===== config.mk =====
export PLATFORM = sky130hd
export DESIGN_NAME = philo_waiter
export DESIGN_NICKNAME = d
export VERILOG_FILES = /design/src/rtl/philo_pkg.sv /design/src/rtl/philo_seat.sv /design/src/rtl/philo_waiter.sv
export SDC_FILE = /design/constraint.sdc
export NUM_CORES = 1
export LEC_CHECK = 0
export ABC_AREA = 1
export CAP_MARGIN = 20
export CELL_PAD_IN_SITES_DETAIL_PLACEMENT = 1
export CELL_PAD_IN_SITES_GLOBAL_PLACEMENT = 2
export CORE_MARGIN = 10
export CORE_UTILIZATION = 33
export CTS_CLUSTER_DIAMETER = 50
export CTS_CLUSTER_SIZE = 14
export DETAILED_ROUTE_END_ITERATION = 10
export DONT_BUFFER_PORTS = 1
export GPL_TIMING_DRIVEN = 0
export MAX_ROUTING_LAYER = met4
export PLACE_DENSITY = 0.84
export SETUP_SLACK_MARGIN = 0.3
export SLEW_MARGIN = 20
export SYNTH_ARGS = -nofsm -noshare
export SYNTH_HDL_FRONTEND = slang
export SYNTH_SLANG_ARGS = --single-unit

===== constraint.sdc =====
create_clock -name clk -period 4.2 [get_ports clk]
set_input_delay 0.84 -clock clk [delete_from_list [all_inputs] [get_ports clk]]
set_output_delay 0.84 -clock clk [all_outputs]
set_load 0.02 [all_outputs]

===== src/rtl/philo_pkg.sv =====
// Shared types and ring-index helpers for the dining-philosophers waiter.
// Optional starvation monitor is enabled with PHILO_STARVE_MON_EN.
package philo_pkg;

  typedef enum logic [1:0] {
    IDLE    = 2'd0,
    WAITING = 2'd1,
    EATING  = 2'd2
  } seat_state_t;

  function automatic int unsigned left_of(int unsigned i, int unsigned n);
    return (i == 0) ? n - 1 : i - 1;
  endfunction

  function automatic int unsigned right_of(int unsigned i, int unsigned n);
    return (i == n - 1) ? 0 : i + 1;
  endfunction

endpackage


===== src/rtl/philo_seat.sv =====
// Per-seat IDLE/WAITING/EATING state machine with optional wait-age counter.
// The age counter exists only when PHILO_STARVE_MON_EN is defined.
module philo_seat
  import philo_pkg::*;
#(
  parameter int unsigned AGE_W = 3
) (
  input  logic        clk,
  input  logic        reset,
  input  logic        req,
  input  logic        done,
  input  logic        sel,
  output seat_state_t state,
  output logic        starve
);

  seat_state_t state_q, state_d;

  always_ff @(posedge clk) begin
    if (reset) begin
      state_q <= IDLE;
    end else begin
      state_q <= state_d;
    end
  end

  // Withdrawal wins over selection; req while eating and done while not eating are ignored.
  always_comb begin
    state_d = state_q;
    unique case (state_q)
      IDLE: begin
        if (req) state_d = WAITING;
      end
      WAITING: begin
        if (!req) begin
          state_d = IDLE;
        end else if (sel) begin
          state_d = EATING;
        end
      end
      EATING: begin
        if (done) state_d = IDLE;
      end
      default: state_d = IDLE;
    endcase
  end

`ifdef PHILO_STARVE_MON_EN
  localparam logic [AGE_W-1:0] AgeMax = '1;

  logic [AGE_W-1:0] age_q, age_d;

  always_ff @(posedge clk) begin
    if (reset) begin
      age_q <= '0;
    end else begin
      age_q <= age_d;
    end
  end

  // Age only survives while the seat stays in WAITING; it saturates at AgeMax.
  always_comb begin
    age_d = '0;
    if (state_q == WAITING && state_d == WAITING) begin
      age_d = (age_q == AgeMax) ? age_q : age_q + AGE_W'(1);
    end
  end

  always_comb begin
    state  = state_q;
    starve = (age_q == AgeMax);
  end
`else
  logic [AGE_W-1:0] unused_age;
  assign unused_age = '0;

  always_comb begin
    state  = state_q;
    starve = 1'b0;
  end
`endif

endmodule


===== src/rtl/philo_waiter.sv =====
// Round-robin fork arbiter for an N-seat ring: grants eating so no two neighbours eat together.
// Define PHILO_STARVE_MON_EN to add per-seat starvation monitoring and neighbour blocking.
module philo_waiter
  import philo_pkg::*;
#(
  parameter int unsigned N     = 4,
  parameter int unsigned AGE_W = 3,
  localparam int unsigned PtrW = (N > 1) ? $clog2(N) : 1
) (
  input  logic            clk,
  input  logic            reset,
  input  logic [N-1:0]    req,
  input  logic [N-1:0]    done,
  output logic [N-1:0]    grant,
  output logic [PtrW-1:0] rr_ptr,
  output logic [N-1:0]    starve
);

  seat_state_t     state [N];
  logic [N-1:0]    eating, waiting, sel, starve_v, blocked;
  logic [PtrW-1:0] rr_ptr_q, rr_ptr_d;

  for (genvar g = 0; g < N; g++) begin : g_seat
    philo_seat #(
      .AGE_W(AGE_W)
    ) u_seat (
      .clk   (clk),
      .reset (reset),
      .req   (req[g]),
      .done  (done[g]),
      .sel   (sel[g]),
      .state (state[g]),
      .starve(starve_v[g])
    );

    assign eating[g]  = (state[g] == EATING);
    assign waiting[g] = (state[g] == WAITING);
  end

`ifdef PHILO_STARVE_MON_EN
  // A starving seat reserves both of its forks by holding off its neighbours.
  always_comb begin
    blocked = '0;
    for (int unsigned i = 0; i < N; i++) begin
      blocked[i] = starve_v[left_of(i, N)] | starve_v[right_of(i, N)];
    end
  end
`else
  assign blocked = '0;
`endif

  // Seats releasing via done this cycle still count as eating, so no same-edge hand-off.
  always_comb begin
    int unsigned idx, lft, rgt, last;
    logic        any;
    sel      = '0;
    any      = 1'b0;
    idx      = 0;
    lft      = 0;
    rgt      = 0;
    last     = 0;
    rr_ptr_d = rr_ptr_q;
    for (int unsigned k = 0; k < N; k++) begin
      idx = 32'(rr_ptr_q) + k;
      if (idx >= N) idx = idx - N;
      lft = left_of(idx, N);
      rgt = right_of(idx, N);
      if (waiting[idx] && req[idx] && !blocked[idx] &&
          !eating[lft] && !eating[rgt] && !sel[lft] && !sel[rgt]) begin
        sel[idx] = 1'b1;
        any      = 1'b1;
        last     = idx;
      end
    end
    if (any) rr_ptr_d = PtrW'(right_of(last, N));
  end

  always_ff @(posedge clk) begin
    if (reset) begin
      rr_ptr_q <= '0;
    end else begin
      rr_ptr_q <= rr_ptr_d;
    end
  end

  assign grant  = eating;
  assign rr_ptr = rr_ptr_q;
  assign starve = starve_v;

endmodule

==> results of run 1 <==
where the power goes:
group / internal, mW / leakage, nW / total, mW / switching, mW
Combinational: 0.444 / 0.826 / 1.23 / 0.783
Sequential: 0.122 / 0.0838 / 0.153 / 0.0316
Clock: 0.0628 / 0.0216 / 0.100 / 0.0376
registers in the layout, indices dropped and copies added (netlist names):
signal / cells
g_seat.u_seat.state: 8
rr_ptr: 2
synthesized netlist by cell type, drive strengths merged:
library cell / instances / area share
o21a: 1 / 0.0048
nor2: 27 / 0.094
a21oi: 12 / 0.045
a211oi: 1 / 0.0048
o21ai: 11 / 0.035
nand4: 7 / 0.028
nor4: 1 / 0.0040
nor3: 3 / 0.0095
a31oi: 3 / 0.012
nand2: 85 / 0.23
or2: 2 / 0.0079
and2: 1 / 0.0040
o21bai: 1 / 0.0048
inv: 39 / 0.096
nand3: 49 / 0.19
o31ai: 3 / 0.014
o22ai: 2 / 0.0079
xnor2: 1 / 0.0056
dfxtp: 10 / 0.13
conb: 1 / 0.0024
ha: 4 / 0.032
buf: 8 / 0.037
cells in the final DEF, fill, tap and decap left out, types with 2 or more instances in the layout:
| cell type | count |
|---|---|
| inv_2 | 5 |
| nor2_4 | 4 |
| nand2_4 | 3 |
| o21ai_0 | 10 |
| a31oi_1 | 3 |
| clkbuf_8 | 3 |
| buf_8 | 2 |
| nand2_2 | 11 |
| inv_1 | 31 |
| nor2_2 | 4 |
| nor3_1 | 3 |
| buf_4 | 16 |
| nand3_2 | 14 |
| nand3_1 | 34 |
| inv_4 | 2 |
| dfxtp_4 | 2 |
| a21oi_1 | 10 |
| dfxtp_1 | 8 |
| nor2_1 | 18 |
| ha_1 | 3 |
| nand4_1 | 7 |
| conb_1 | 4 |
| o22ai_1 | 2 |
| or2_2 | 2 |
| o31ai_1 | 3 |
| nand2_1 | 71 |
logic make-up after synthesis:
kind of cell / share of synthesized area
other: 0.00238
AOI/OAI and AO/OA: 0.129
adders and majority gates: 0.0318
DFF: 0.127
xor gates and xnor gates: 0.00557
and+or+nand+nor: 0.571
buffers and inverters: 0.134
final cells by class:
cell class	count	area, sq um	share of cell area
Tap cell	54	67.6	0.0362
Sequential cell	10	208	0.111
Multi-Input combinational cell	218	1240	0.664
Buffer	8	72.6	0.0389
Clock buffer	3	41.3	0.0221
Timing Repair Buffer	11	82.6	0.0443
Inverter	39	155	0.0832
worst paths after layout:
path / start / end / depth (start not counted)
worst min-delay path: g_seat[1].u_seat.state[1] / g_seat[1].u_seat.state[1] / 2
worst max-delay path: rr_ptr[0] / g_seat[0].u_seat.state[1] / 28
worst max register to register: rr_ptr[0] / g_seat[0].u_seat.state[1] / 28
worst min register to register: g_seat[1].u_seat.state[1] / g_seat[1].u_seat.state[1] / 2
per-stage QoR:
step                      power (mW)  hold slack (ns)  utilization
after floorplan                0.946            0.483            -
after global placement          1.16            0.515        0.355
after detailed placement        1.17            0.520        0.355
after CTS                       1.31            0.527        0.370
after global routing            1.63            0.572        0.400
final                           1.48            0.522        0.400
worst min-delay path: cells and delay by family, from the launching register on:
family / cells / cell delay [ns]
AOI/OAI and AO/OA: 1 / 0.07
buffers and inverters: 1 / 0.10
DFF: 1 / 0.30
routing by layer:
metal	share of wire	up-vias
met5	0	-
met4	0.013	0
met3	0.045	6
met2	0.47	30
met1	0.47	840
li1	-	920
timing repair:
| action | CTS | global route |
|---|---|---|
| pin swaps | 0 | 5 |
| buffers inserted | 2 | 9 |
| gates resized for setup | 5 | 19 |
| endpoints found under the setup margin | 10 | 10 |
| hold buffers | 0 | 0 |
==> summary.txt, run 1 <==
STA
  • RSZ-0062 raised after global routing: no
  • TNS Setup: 0 ns
  • Final clock skew: 0.00163 ns
  • Final critical-path share of the clock period: 0.855
  • Min cycle time layout: 3.59 ns
  • Final hold violations: 0
  • # setup viols final: 0
  • Max Clk Rate: 0.279 GHz
  • Final setup margin: 0.610 ns
  • Final Max Tran Viols: 0

Place
  • Dpl cell area: 1650 sq um
  • Pre-CTS setup slack: 0.108 ns
  • Port Buffers: 0
  • Dpl cells: 329
  • DP Wirelength: 4150 um
  • Placer Congestion: 0.847

Route
  • DR iter-0 viols: 87
  • Post-route DRC: 0
  • Final WL: 5400 um
  • Via density: 5.24
  • ANT nets after route: 0
  • Vias: 1796
  • First-pass DRT Iterations: 4
  • WL/cell: 15.7 um

Die
  • Die area: 7930 sq um
  • Starting Density: 0.338
  • Top Ports: 20
  • Row count: 25
  • Chip height: 89.1 um
  • Die W: 89.1 um
  • Core ar.: 4660 sq um

Power
  • Power Density: 793 nW/um^2
  • Worst ir drop on vdd: 336 uV
  • Pleak: 0.931 nW

GRT
  • First-pass GRT wire length: 8530 um
  • Vias in the first global route: 1758
  • M2 GR Usage: 0.217
  • Largest net degree at the start of global routing: 11
  • GRT Overall Usage: 0.139
  • GR peak layer: met2
  • Met1 GRT Util: 0.181
  • Total grt overflow: 0
  • Initial antenna violation count: 0
  • Global Route met3 Usage: 0.0283

Clocking
  • Clock root buffer: clkbuf_8
  • Clock Path Buffers: 2
  • TritonCTS clock tree: done
  • CTS buffer count: 3
  • Clk slew on worst S/H paths: 0.05 ns
  • # H-tree levels: 1
  • CTS sink count: 10
  • Clock Latency Late Sink: 0.24 ns

Yosys
  • Yosys warns: 0
  • Yosys reg bits: 10
  • Seq/Total Area, Yosys: 0.127
  • Cells after Synth: 272
  • Library cells used by synthesis: 34
  • Synthesized area: 1570 sq um
  • Syn avg cell area: 5.79 sq um

Cells and area
  • Final Instance Area: 1870 sq um
  • Layout cell share with drive strength beyond 1: 0.263
  • N_diodes: 0
  • Synthesis-to-finish area growth: 18.5%
  • Non-filler cells, final: 343
  • Fillers: 645
  • Final #Nets: 305

Worst setup path
  • Crit path max fanout: 10
  • Slowest-stage cell, CP: dfxtp_4
  • Required time of the critical path: 4.37 ns
  • Critical Path End Type: register
  • Startpoint type of the worst setup path: register
  • Arrival time worst endpoint: 3.76 ns
  • CP Class: reg2reg
  • Reg2Reg Setup Slack: 0.61 ns
  • Delay-heaviest family, CP: simple AND/OR/NAND/NOR gates
  • Most common cell on crit path: nand2_1
  • WP buf/inv: 5
  • CP peak stage delay: 0.38 ns

Min path
  • Hold Path Class: reg2reg

Outcome
  • Outcome: finished, final reports clean

Flow run
  • Max-Cap Viols: 0
No activity file was read; power rests on OpenSTA's default activity.
==> run 2, diff against run 1 <==
Settings changed: CAP_MARGIN 20 to 15, CTS_BUF_LIST set to sky130_fd_sc_hd__clkbuf_16, CTS_CLUSTER_SIZE 14 to 28.
==> run 2 against run 1 <==
Clock skew increased by 0.0021 ns. Die area unchanged. Register-to-register slack got worse by 0.04 ns. Utilization increased by 0.72 points. First-iteration DRC count increased by 26%. Worst setup slack got worse by 0.036 ns. Design area increased by 1.8%. Combinational power about the same. Fmax decreased by 0.98%. Total power increased by 5.0%.
==> summary.txt, run 2 (synthesis gave the netlist of run 1 again) <==
Outcome
  • Outcome: finished, final reports clean

Cells and area
  • Final Instance Area: 1900 sq um (+1.8%)
  • Fillers: 645 (unchanged)
  • Final #Nets: 305 (unchanged)
  • Layout cell share with drive strength beyond 1: 0.263 (unchanged)
  • Area of the multi-input gates: 1240 sq um (unchanged)
  • Register area: 208 sq um (unchanged)
  • Most common cell after layout, fill and taps aside: nand2_1
  • Synthesis-to-finish area growth: 20.7%
  • Largest register FFs: 8 (unchanged)
  • Commonest cells after routing, fill and taps aside: nand2_1, nand3_1, inv_1
  • N_diodes: 0 (unchanged)

GRT
  • Initial antenna violation count: 0 (unchanged)
  • Total grt overflow: 0 (unchanged)
  • GRT Overall Usage: 0.141 (+0.00252)
  • Vias in the first global route: 1774 (+0.91%)
  • Largest net degree at the start of global routing: 11 (unchanged)
  • First-pass GRT wire length: 8640 um (+1.3%)

Clocking
  • Post-CTS Hold Fix Bufs: 0 (unchanged)
  • CTS sink count: 10 (unchanged)
  • Clock root buffer: clkbuf_16
  • Clock Path Buffers: 2 (unchanged)
  • Clk slew on worst S/H paths: 0.04 ns (about the same)
  • TritonCTS clock tree: done
  • CTS buffer count: 3 (unchanged)
  • # H-tree levels: 1 (unchanged)
  • Clock Latency Late Sink: 0.24 ns (about the same)

STA
  • TNS Setup: 0 ns (unchanged)
  • Final critical-path share of the clock period: 0.863 (+0.00849)
  • Final hold violations: 0 (unchanged)
  • Final Max Tran Viols: 0 (unchanged)
  • Min Hold Slack: 0.538 ns (+0.0157 ns)
  • # setup viols final: 0 (unchanged)
  • Min cycle time layout: 3.63 ns (+0.0357 ns)
  • RSZ-0062 raised after global routing: no
  • Max Clk Rate: 0.276 GHz (-0.98%)
  • Final clock skew: 0.00372 ns (+0.00209 ns)

Power
  • Comb power frac: 0.791 (-0.038)
  • Clock power share: 0.110 (+0.042)
  • Register share of total power: 0.099 (-0.005)
  • Internal power: 0.690 mW (+9.8%)
  • Pleak: 0.946 nW (+1.7%)
  • Power Density: 818 nW/um^2 (+3.1%)
  • Worst ir drop on vdd: 322 uV (-4.1%)
  • Switching Share: 0.556 (-0.0193)
  • Net switching power: 0.864 mW (+1.5%)

Place
  • Port Buffers: 0 (unchanged)
  • Dpl cell area: 1650 sq um (unchanged)
  • Placer Congestion: 0.847 (unchanged)
  • DP Wirelength: 4150 um (unchanged)

Route
  • Vias: 1804 (+0.45%)
  • ANT nets after route: 0 (unchanged)
  • First-pass DRT Iterations: 4 (unchanged)
  • DR iter-0 viols: 110 (+26%)
  • Post-route DRC: 0 (unchanged)
  • Final WL: 5550 um (+2.7%)
  • Via density: 5.26 (+0.45%)
  • WL/cell: 16.2 um (+2.7%)

Min path
  • Hold Path Class: reg2reg

Die
  • Chip height: 89.1 um (unchanged)
  • Top Ports: 20 (unchanged)
  • Row count: 25 (unchanged)
  • Core ar.: 4660 sq um (unchanged)
  • Die W: 89.1 um (unchanged)
  • Die area: 7930 sq um (unchanged)
  • Starting Density: 0.338 (unchanged)

Worst setup path
  • Crit path max fanout: 10 (unchanged)
  • Arrival time worst endpoint: 3.79 ns (+0.03 ns)
  • CP Class: reg2reg
  • Critical Path End Type: register
  • Delay-heaviest family, CP: simple AND/OR/NAND/NOR gates
  • CP peak stage delay: 0.38 ns (about the same)
  • WP buf/inv: 6 (+1)
  • Slowest-stage cell, CP: dfxtp_4
  • Required time of the critical path: 4.37 ns (about the same)
  • Startpoint type of the worst setup path: register
  • Most common cell on crit path: nand2_1

Flow run
  • Max-Cap Viols: 0 (unchanged)
[run 2: cell counts in the layout (fill, tap and decap cells not counted)]
No cell type changed its count.
[run 2: repair_timing]
| item | 4_1_cts | 5_1_grt |
|---|---|---|
| endpoints found under the setup margin | 10 | 10 |
| gates resized for setup | 5 | 19 |
| pin swaps | 0 | 5 |
| buffers inserted | 2 | 9 |
[run 2: area by class of cell]
| class | count | share of cell area |
|---|---|---|
| Multi-Input combinational cell | 218 | 0.652 |
| Sequential cell | 10 | 0.109 |
| Inverter | 39 | 0.0817 |
| Timing Repair Buffer | 11 | 0.0435 |
| Clock buffer | 3 | 0.0395 |
| Buffer | 8 | 0.0382 |
| Tap cell | 54 | 0.0356 |
[run 2: power groups by stage]
stage	Sequential [mW]	Combinational [mW]	Clock (mW)
final	0.154	1.23	0.171
after global routing	0.159	1.37	0.176
after CTS	0.151	1.06	0.172
after detailed placement	0.151	1.02	0
after global placement	0.150	1.01	0
after floorplan	0.144	0.802	0
[run 2: per-stage QoR]
stage,setup slack (ns),utilization,power [mW],std cells
6_report,0.574,0.408,1.55,343
5_1_grt,0.248,0.408,1.70,343
3_5_place_dp,0.108,0.355,1.17,329
3_3_place_gp,0.176,0.355,1.16,329
4_1_cts,0.365,0.377,1.38,334
2_1_floorplan,0.858,-,0.946,275
[run 2: final timing paths]
check                            startpoint                        end  slack (ns)  cells after the start
hold reg to reg   g_seat[1].u_seat.state[1]  g_seat[1].u_seat.state[1]        0.54                      2
setup / recovery                  rr_ptr[0]  g_seat[0].u_seat.state[1]        0.57                     28
setup reg to reg                  rr_ptr[0]  g_seat[0].u_seat.state[1]        0.57                     28
hold / removal    g_seat[1].u_seat.state[1]  g_seat[1].u_seat.state[1]        0.54                      2
[run 2: worst register-to-register path, delay by kind of cell, from the launching register on]
family / cells / cell delay (ns)
simple gates: 18 / 1.81
buf+inv: 6 / 0.69
compound gates: 3 / 0.48
flops: 1 / 0.38
fa+ha+maj: 1 / 0.23
[run 2: per-layer routing]
layer	wire length, um	track usage	vias to the layer above
met2	2650	0.223	25
li1	-	-	921
met5	0	-	-
met3	210	0.0255	8
met4	104	0.0376	0
met1	2580	0.182	850
